## src/rtl/uart_rx_os_fifo_if.sv

```systemverilog
// ----------------------------------------------------------------------------
// uart_rx_os_fifo_if
//   Bundles the serial input and the FIFO read side of uart_rx_os_fifo.
//   master : the consumer/line side (drives rxd and rd_en)
//   slave  : the receiver itself
//   Signals:
//     rxd       serial line, idle high, asynchronous to clk
//     rd_en     pop the head byte this cycle (ignored when empty)
//     data      FIFO head byte, show-ahead, valid while empty=0
//     empty     FIFO holds no bytes
//     full      FIFO holds FIFO_DEPTH bytes
//     count     bytes currently held, 0..FIFO_DEPTH
//     frame_err 1-cycle pulse: stop bit sampled low
//     overrun   1-cycle pulse: good byte dropped because FIFO was full
//   FIFO_DEPTH must match the receiver's FIFO_DEPTH so count widths agree.
// ----------------------------------------------------------------------------
interface uart_rx_os_fifo_if #(
    parameter int FIFO_DEPTH = 16
) ();
    localparam int CW = $clog2(FIFO_DEPTH) + 1;

    logic          rxd;
    logic          rd_en;
    logic [7:0]    data;
    logic          empty;
    logic          full;
    logic [CW-1:0] count;
    logic          frame_err;
    logic          overrun;

    modport master (
        output rxd, rd_en,
        input  data, empty, full, count, frame_err, overrun
    );

    modport slave (
        input  rxd, rd_en,
        output data, empty, full, count, frame_err, overrun
    );
endinterface

```

## src/rtl/uart_rx_os_fifo.sv

```systemverilog
// ----------------------------------------------------------------------------
// uart_rx_os_fifo
//   8N1 UART receiver with OVERSAMPLE x oversampling, mid-bit sampling and a
//   show-ahead byte FIFO. All timing is derived from clk via a tick divider.
//   Ports:
//     clk  system clock, rising edge
//     rst  asynchronous active-high reset
//     bus  uart_rx_os_fifo_if.slave (rxd, rd_en, data, empty, full, count,
//          frame_err, overrun)
// ----------------------------------------------------------------------------
module uart_rx_os_fifo #(
    parameter int CLOCK_FREQ = 12000000,
    parameter int BAUD_RATE  = 19200,
    parameter int OVERSAMPLE = 16,
    parameter int FIFO_DEPTH = 16
) (
    input  logic                clk,
    input  logic                rst,
    uart_rx_os_fifo_if.slave    bus
);
    localparam int TICK_DIV = CLOCK_FREQ / (BAUD_RATE * OVERSAMPLE);
    localparam int TW       = (TICK_DIV > 1) ? $clog2(TICK_DIV) : 1;
    localparam int SW       = $clog2(OVERSAMPLE);
    localparam int AW       = $clog2(FIFO_DEPTH);
    localparam int CW       = AW + 1;

    typedef enum logic [1:0] {IDLE, START, DATA, STOP} state_t;

    // ---------------- synchroniser and tick divider ----------------
    logic [1:0]    sync_q;
    logic          rxd_s;
    logic [TW-1:0] tick_cnt_q, tick_cnt_d;
    logic          tick;

    assign rxd_s = sync_q[1];

    // NOTE: every variable assigned in always_comb gets a default first, so no
    // path leaves it unassigned and no latch is inferred.
    always_comb begin
        tick       = (tick_cnt_q == TW'(TICK_DIV - 1));
        tick_cnt_d = tick ? '0 : tick_cnt_q + 1'b1;
    end

    // NOTE: sequential state uses non-blocking assignments only, so all flops
    // see pre-edge values and simulation matches the synthesised registers.
    always_ff @(posedge clk or posedge rst) begin
        if (rst) begin
            sync_q     <= 2'b11;
            tick_cnt_q <= '0;
        end else begin
            sync_q     <= {sync_q[0], bus.rxd};
            tick_cnt_q <= tick_cnt_d;
        end
    end

    // ---------------- receive FSM ----------------
    state_t        state_q;
    logic [SW-1:0] sc_q;
    logic [2:0]    bit_idx_q;
    logic [7:0]    shift_q;
    logic          frame_err_q, overrun_q;
    logic          full_q, empty_q;
    logic          stop_sample, push, pop;

    // Stop-bit decision cycle; a push writes the FIFO on this same edge so the
    // byte is visible one clk after the sample, and a concurrent pop frees a
    // slot even when full.
    assign stop_sample = tick && (state_q == STOP) && (sc_q == SW'(OVERSAMPLE - 1));
    assign push        = stop_sample && rxd_s && (!full_q || bus.rd_en);
    assign pop         = bus.rd_en && !empty_q;

    always_ff @(posedge clk or posedge rst) begin
        if (rst) begin
            state_q     <= IDLE;
            sc_q        <= '0;
            bit_idx_q   <= '0;
            shift_q     <= '0;
            frame_err_q <= 1'b0;
            overrun_q   <= 1'b0;
        end else begin
            frame_err_q <= 1'b0;
            overrun_q   <= 1'b0;
            if (tick) begin
                case (state_q)
                    IDLE: begin
                        if (!rxd_s) begin
                            state_q <= START;
                            sc_q    <= '0;
                        end
                    end
                    START: begin
                        if (sc_q == SW'(OVERSAMPLE / 2 - 1)) begin
                            if (rxd_s) begin
                                state_q <= IDLE;          // false start, silent
                            end else begin
                                state_q   <= DATA;
                                sc_q      <= '0;
                                bit_idx_q <= '0;
                            end
                        end else begin
                            sc_q <= sc_q + 1'b1;
                        end
                    end
                    DATA: begin
                        if (sc_q == SW'(OVERSAMPLE - 1)) begin
                            shift_q   <= {rxd_s, shift_q[7:1]};   // LSB first
                            sc_q      <= '0;
                            bit_idx_q <= bit_idx_q + 1'b1;
                            if (bit_idx_q == 3'd7) state_q <= STOP;
                        end else begin
                            sc_q <= sc_q + 1'b1;
                        end
                    end
                    STOP: begin
                        if (sc_q == SW'(OVERSAMPLE - 1)) begin
                            // Return mid stop bit so a back-to-back start edge is caught.
                            state_q <= IDLE;
                            if (!rxd_s)                       frame_err_q <= 1'b1;
                            else if (full_q && !bus.rd_en)    overrun_q   <= 1'b1;
                        end else begin
                            sc_q <= sc_q + 1'b1;
                        end
                    end
                    default: state_q <= IDLE;
                endcase
            end
        end
    end

    // ---------------- FIFO ----------------
    logic [7:0]    mem_q [FIFO_DEPTH];
    logic [AW-1:0] wr_ptr_q, wr_ptr_d, rd_ptr_q, rd_ptr_d;
    logic [CW-1:0] count_q, count_d;
    logic          full_d, empty_d;
    logic [7:0]    data_q, data_d;

    always_comb begin
        wr_ptr_d = push ? wr_ptr_q + 1'b1 : wr_ptr_q;
        rd_ptr_d = pop  ? rd_ptr_q + 1'b1 : rd_ptr_q;
        count_d  = count_q;
        case ({push, pop})
            2'b10:   count_d = count_q + 1'b1;
            2'b01:   count_d = count_q - 1'b1;
            default: count_d = count_q;
        endcase
        full_d  = (count_d == CW'(FIFO_DEPTH));
        empty_d = (count_d == '0);
        // Registered show-ahead head: the incoming byte bypasses the array when
        // it becomes the head; otherwise hold when the FIFO drains.
        data_d = data_q;
        if (push && (rd_ptr_d == wr_ptr_q)) data_d = shift_q;
        else if (!empty_d)                  data_d = mem_q[rd_ptr_d];
    end

    // NOTE: the storage array has no reset; its contents are only observed
    // after a push, and leaving it unreset lets it map to plain RAM/flops.
    always_ff @(posedge clk) begin
        if (push) mem_q[wr_ptr_q] <= shift_q;
    end

    always_ff @(posedge clk or posedge rst) begin
        if (rst) begin
            wr_ptr_q <= '0;
            rd_ptr_q <= '0;
            count_q  <= '0;
            full_q   <= 1'b0;
            empty_q  <= 1'b1;
            data_q   <= '0;
        end else begin
            wr_ptr_q <= wr_ptr_d;
            rd_ptr_q <= rd_ptr_d;
            count_q  <= count_d;
            full_q   <= full_d;
            empty_q  <= empty_d;
            data_q   <= data_d;
        end
    end

    assign bus.data      = data_q;
    assign bus.empty     = empty_q;
    assign bus.full      = full_q;
    assign bus.count     = count_q;
    assign bus.frame_err = frame_err_q;
    assign bus.overrun   = overrun_q;
endmodule

```

## src/flat_wrapper.sv

```systemverilog
// flat-port wrapper written by rule: the top's interface ports become plain ports
module uart_rx_os_fifo_flat 
#(
    parameter int CLOCK_FREQ = 12000000,
    parameter int BAUD_RATE  = 19200,
    parameter int OVERSAMPLE = 16,
    parameter int FIFO_DEPTH = 16
)
  (clk, rst, bus_rxd, bus_rd_en, bus_data, bus_empty, bus_full, bus_count, bus_frame_err, bus_overrun);
  uart_rx_os_fifo_if #(.FIFO_DEPTH(FIFO_DEPTH)) bus_i ();
  input  logic clk;
  input  logic rst;
  input wire logic [$bits(bus_i.rxd)-1:0] bus_rxd;
  input wire logic [$bits(bus_i.rd_en)-1:0] bus_rd_en;
  output wire logic [$bits(bus_i.data)-1:0] bus_data;
  output wire logic [$bits(bus_i.empty)-1:0] bus_empty;
  output wire logic [$bits(bus_i.full)-1:0] bus_full;
  output wire logic [$bits(bus_i.count)-1:0] bus_count;
  output wire logic [$bits(bus_i.frame_err)-1:0] bus_frame_err;
  output wire logic [$bits(bus_i.overrun)-1:0] bus_overrun;
  assign bus_i.rxd = bus_rxd;
  assign bus_i.rd_en = bus_rd_en;
  assign bus_data = bus_i.data;
  assign bus_empty = bus_i.empty;
  assign bus_full = bus_i.full;
  assign bus_count = bus_i.count;
  assign bus_frame_err = bus_i.frame_err;
  assign bus_overrun = bus_i.overrun;
  uart_rx_os_fifo #(.CLOCK_FREQ(CLOCK_FREQ), .BAUD_RATE(BAUD_RATE), .OVERSAMPLE(OVERSAMPLE), .FIFO_DEPTH(FIFO_DEPTH)) u_core (.clk(clk), .rst(rst), .bus(bus_i));
endmodule
```

## config.mk

```make
export PLATFORM = sky130hd
export DESIGN_NAME = uart_rx_os_fifo_flat
export DESIGN_NICKNAME = d
export VERILOG_FILES = /design/src/rtl/uart_rx_os_fifo_if.sv /design/src/rtl/uart_rx_os_fifo.sv /design/src/flat_wrapper.sv
export SDC_FILE = /design/constraint.sdc
export NUM_CORES = 1
export LEC_CHECK = 0
export CORE_MARGIN = 4
export CORE_UTILIZATION = 50
export CTS_CLUSTER_DIAMETER = 100
export DETAILED_ROUTE_END_ITERATION = 7
export PLACE_DENSITY = 0.7
export RECOVER_POWER = 25
export SYNTH_ARGS = -nofsm -noshare
export SYNTH_HDL_FRONTEND = slang
export SYNTH_SLANG_ARGS = --single-unit
```

## constraint.sdc

```tcl
create_clock -name clk -period 4.8 [get_ports clk]
set_input_delay 0.48 -clock clk [delete_from_list [all_inputs] [get_ports clk]]
set_output_delay 0.48 -clock clk [all_outputs]
set_load 0.01 [all_outputs]
```

==> out/qor.txt <==
Final Non-Filler Cells - 917
First-pass GRT wire length - 31.3 mm
H-tree depth - 4
Die footprint - 0.0189 mm2
Dpl hpwl - 12.7 mm
Primary FF master, synth - edfxtp_1
Crit path launch type - register
Setup Crit Path Kind - register to register
Tightest Hold Check Type - register to register
Layout area overhead - 12.4%
Fin. max-slew vios - 51
# DRC - 0
Met2 GRT Util - 0.354
Post-CTS Hold Fix Bufs - 0
Final Cycle Share - 0.824
RePlAce Congestion - 0.888
EDFF count, synth - 128
Power density over the cells - 571 mW/mm2
Clk sinks - 178
Nets - 701
PortBufs - 20
Initial antenna violation count - 0
Multi-input logic area - 0.00304 mm2
Worst path max stage delay - 0.51 ns
Slowest cell on crit path - or3b_1
Most frequent cells in the layout - edfxtp_1 (128), nor2_1 (54), dfrtp_1 (46)
Required @ worst endpoint - 5.11 ns
Crit end category - register
Final hold violations - 0
Iter 0 DRT Violations - 611
Largest net degree at the start of global routing - 84
Final Hold Slack - 0.359 ns
Grt peak-use layer - met2
Worst-path fanout max - 8
Met3 Track Usage GR - 0.0446
Critical path cell sequence - inv_1 -> ha_1 -> nand4_1 -> nor2_1 -> and3_1 -> inv_1 -> ha_1 -> xor2_1 -> ha_1 -> a21oi_1 -> mux2i_1 -> xnor2_1 -> o311ai_2 -> or3b_1 -> o22a_1 -> o21a_1
Grt ovf - 0
IO Count - 21
Unrepaired setup endpoints after global routing - false
Pre-Repair DR Iteration Count - 5
Vias - 5717
Die width - 137 um
Post-CTS setup buffer count - 0
WP data arrival - 4.27 ns
Worst vdd ir - 0.353 mV
Status - complete, but fails checks
Longest Clk Path Bufs - 2
ANT cells - 0
Reg clk slew, reported paths - 0.07 ns
Met1 Use GR - 0.304
Gr usage total - 0.221
WL final - 19.9 mm
Sequential fraction of the synthesis area - 0.608
Yosys reg bits - 178
Fin crit period - 3.96 ns
Slew headroom - -0.750
CORE AREA - 0.0165 mm2
CTS-repair resized insts - 0
Clk_lat worst skew - 0.43 ns
# fillers - 1310
Commonest non-fill, non-tap cell in the layout - edfxtp_1
FP Rows - 47
Critical Path Most Common Cell - ha_1
Wire length per cell - 21.7 um
Inst Count DP - 885
Starting Density - 0.507
Final setup violation count - 0
Library cells used by synthesis - 65
Max Cap Violations - 1
Ys async rst share - 0.281
Post-Syn Area per Cell - 12.5 um2
Die H - 137 um
Achievable Freq - 253 MHz
Share of cells above drive strength 1 - 0.108
Skew final - 0.0103 ns
DR vias/cell - 6.23
CTS buffer count - 17
WP buf/inv - 2
Mapped Cells - 672
Register area - 0.00510 mm2
Clock root cell - clkbuf_16
Post-route setup TNS - 0 ns
Vias in the first global route - 5684
Synth warn - 0
Syn nets - 689
Least-Margin Pin Slew - 2.63 ns
Leakage - 3.66 nW
Antenna Violating Nets Remaining - 0
CTS tree - done
Post-layout power - 0.00539 W
CP top delay family - simple AND/OR/NAND/NOR gates
Syn Std Cell Area - 0.00838 mm2
Failing checks - max-capacitance violations, max-slew violations
[sequential cells by signal (all words and copies together) (netlist names), named ones only]
signal / count
u_core.mem_q: 128
u_core.bus.data: 8
u_core.shift_q: 8
u_core.tick_cnt_q: 6
u_core.bus.count: 5
u_core.rd_ptr_q: 4
u_core.sc_q: 4
u_core.wr_ptr_q: 4
u_core.bit_idx_q: 3
u_core.sync_q: 2
u_core.bus.empty: 1
u_core.bus.frame_err: 1
u_core.bus.full: 1
u_core.bus.overrun: 1
u_core.state_q: 1
[logic make-up (layout without fill, tap and decap cells)]
group           after synthesis  in the layout  synth area share
mux                          53             53            0.0757
buf+inv                      58             83            0.0290
compound gates              154            154             0.121
simple gates                195            195             0.120
flops                       178            178             0.608
xor+xnor                     21             21            0.0269
fa+ha+maj                    13             13            0.0194
[layout make-up]
type | instances | area share
Clock inverter | 15 | 0.0243
Clock buffer | 17 | 0.0451
Tap cell | 220 | 0.0292
Multi-Input combinational cell | 436 | 0.323
Timing Repair Buffer | 30 | 0.0288
Inverter | 21 | 0.00863
Sequential cell | 178 | 0.541
[synth_stat cells, drive strengths merged (2+ instances only)]
master / n / area share
o22a: 6 / 0.0063
o311ai: 3 / 0.0040
nand4: 3 / 0.0022
inv: 20 / 0.0093
nor2: 54 / 0.024
nor2b: 17 / 0.013
dfrtp: 47 / 0.14
o32ai: 3 / 0.0031
mux4: 7 / 0.019
xor2: 9 / 0.010
dfstp: 3 / 0.0094
ha: 13 / 0.019
nand3b: 3 / 0.0031
a311oi: 6 / 0.0063
buf: 17 / 0.010
nand2: 23 / 0.010
mux2: 10 / 0.013
a221oi: 3 / 0.0039
nor4: 15 / 0.011
nand2b: 17 / 0.013
a21oi: 19 / 0.011
xnor2: 11 / 0.014
nand3: 15 / 0.0090
and3: 5 / 0.0037
o211ai: 3 / 0.0027
o21a: 7 / 0.0063
o22ai: 23 / 0.017
o21ai: 47 / 0.028
mux2i: 36 / 0.043
edfxtp: 128 / 0.46
a31oi: 9 / 0.0067
or3: 2 / 0.0021
o31ai: 17 / 0.015
a2bb2oi: 2 / 0.0021
clkbuf: 20 / 0.0090
nor3: 32 / 0.020
nor3b: 2 / 0.0018
[power by group]
part           internal (W)  switching [W]
Combinational      0.000767        0.00128
Clock              0.000930       0.000597
Sequential          0.00172      0.0000969
Total               0.00341        0.00197
[final timing paths]
| path | startpoint | to | slack (ns) | cells past startpoint |
|---|---|---|---|---|
| max | u_core.tick_cnt_q[0] | u_core.bus.data[1] | 0.84 | 16 |
| min | u_core.sync_q[0] | u_core.sync_q[1] | 0.36 | 0 |
| max reg2reg | u_core.tick_cnt_q[0] | u_core.bus.data[1] | 0.84 | 16 |
| min reg2reg | u_core.sync_q[0] | u_core.sync_q[1] | 0.36 | 0 |
| max in group asynchronous | rst | u_core.rd_ptr_q[0] | 1.64 | 3 |
| min in group asynchronous | rst | u_core.bus.count[0] | 1.48 | 3 |
[routing by layer]
metal	up-vias	wire [um]
li1	2589	-
met1	2881	8380
met2	218	9790
met3	29	1340
met4	0	368
met5	-	0
[through the flow]
stage	util	setup WS, ns	instance area [um2]
after floorplan	-	1.14	8380
after global placement	0.531	0.878	8770
after detailed placement	0.531	0.710	8770
after CTS	0.571	0.835	9430
after global routing	0.570	0.468	9430
final	0.570	0.843	9430
(Power assumes the default switching activity.)
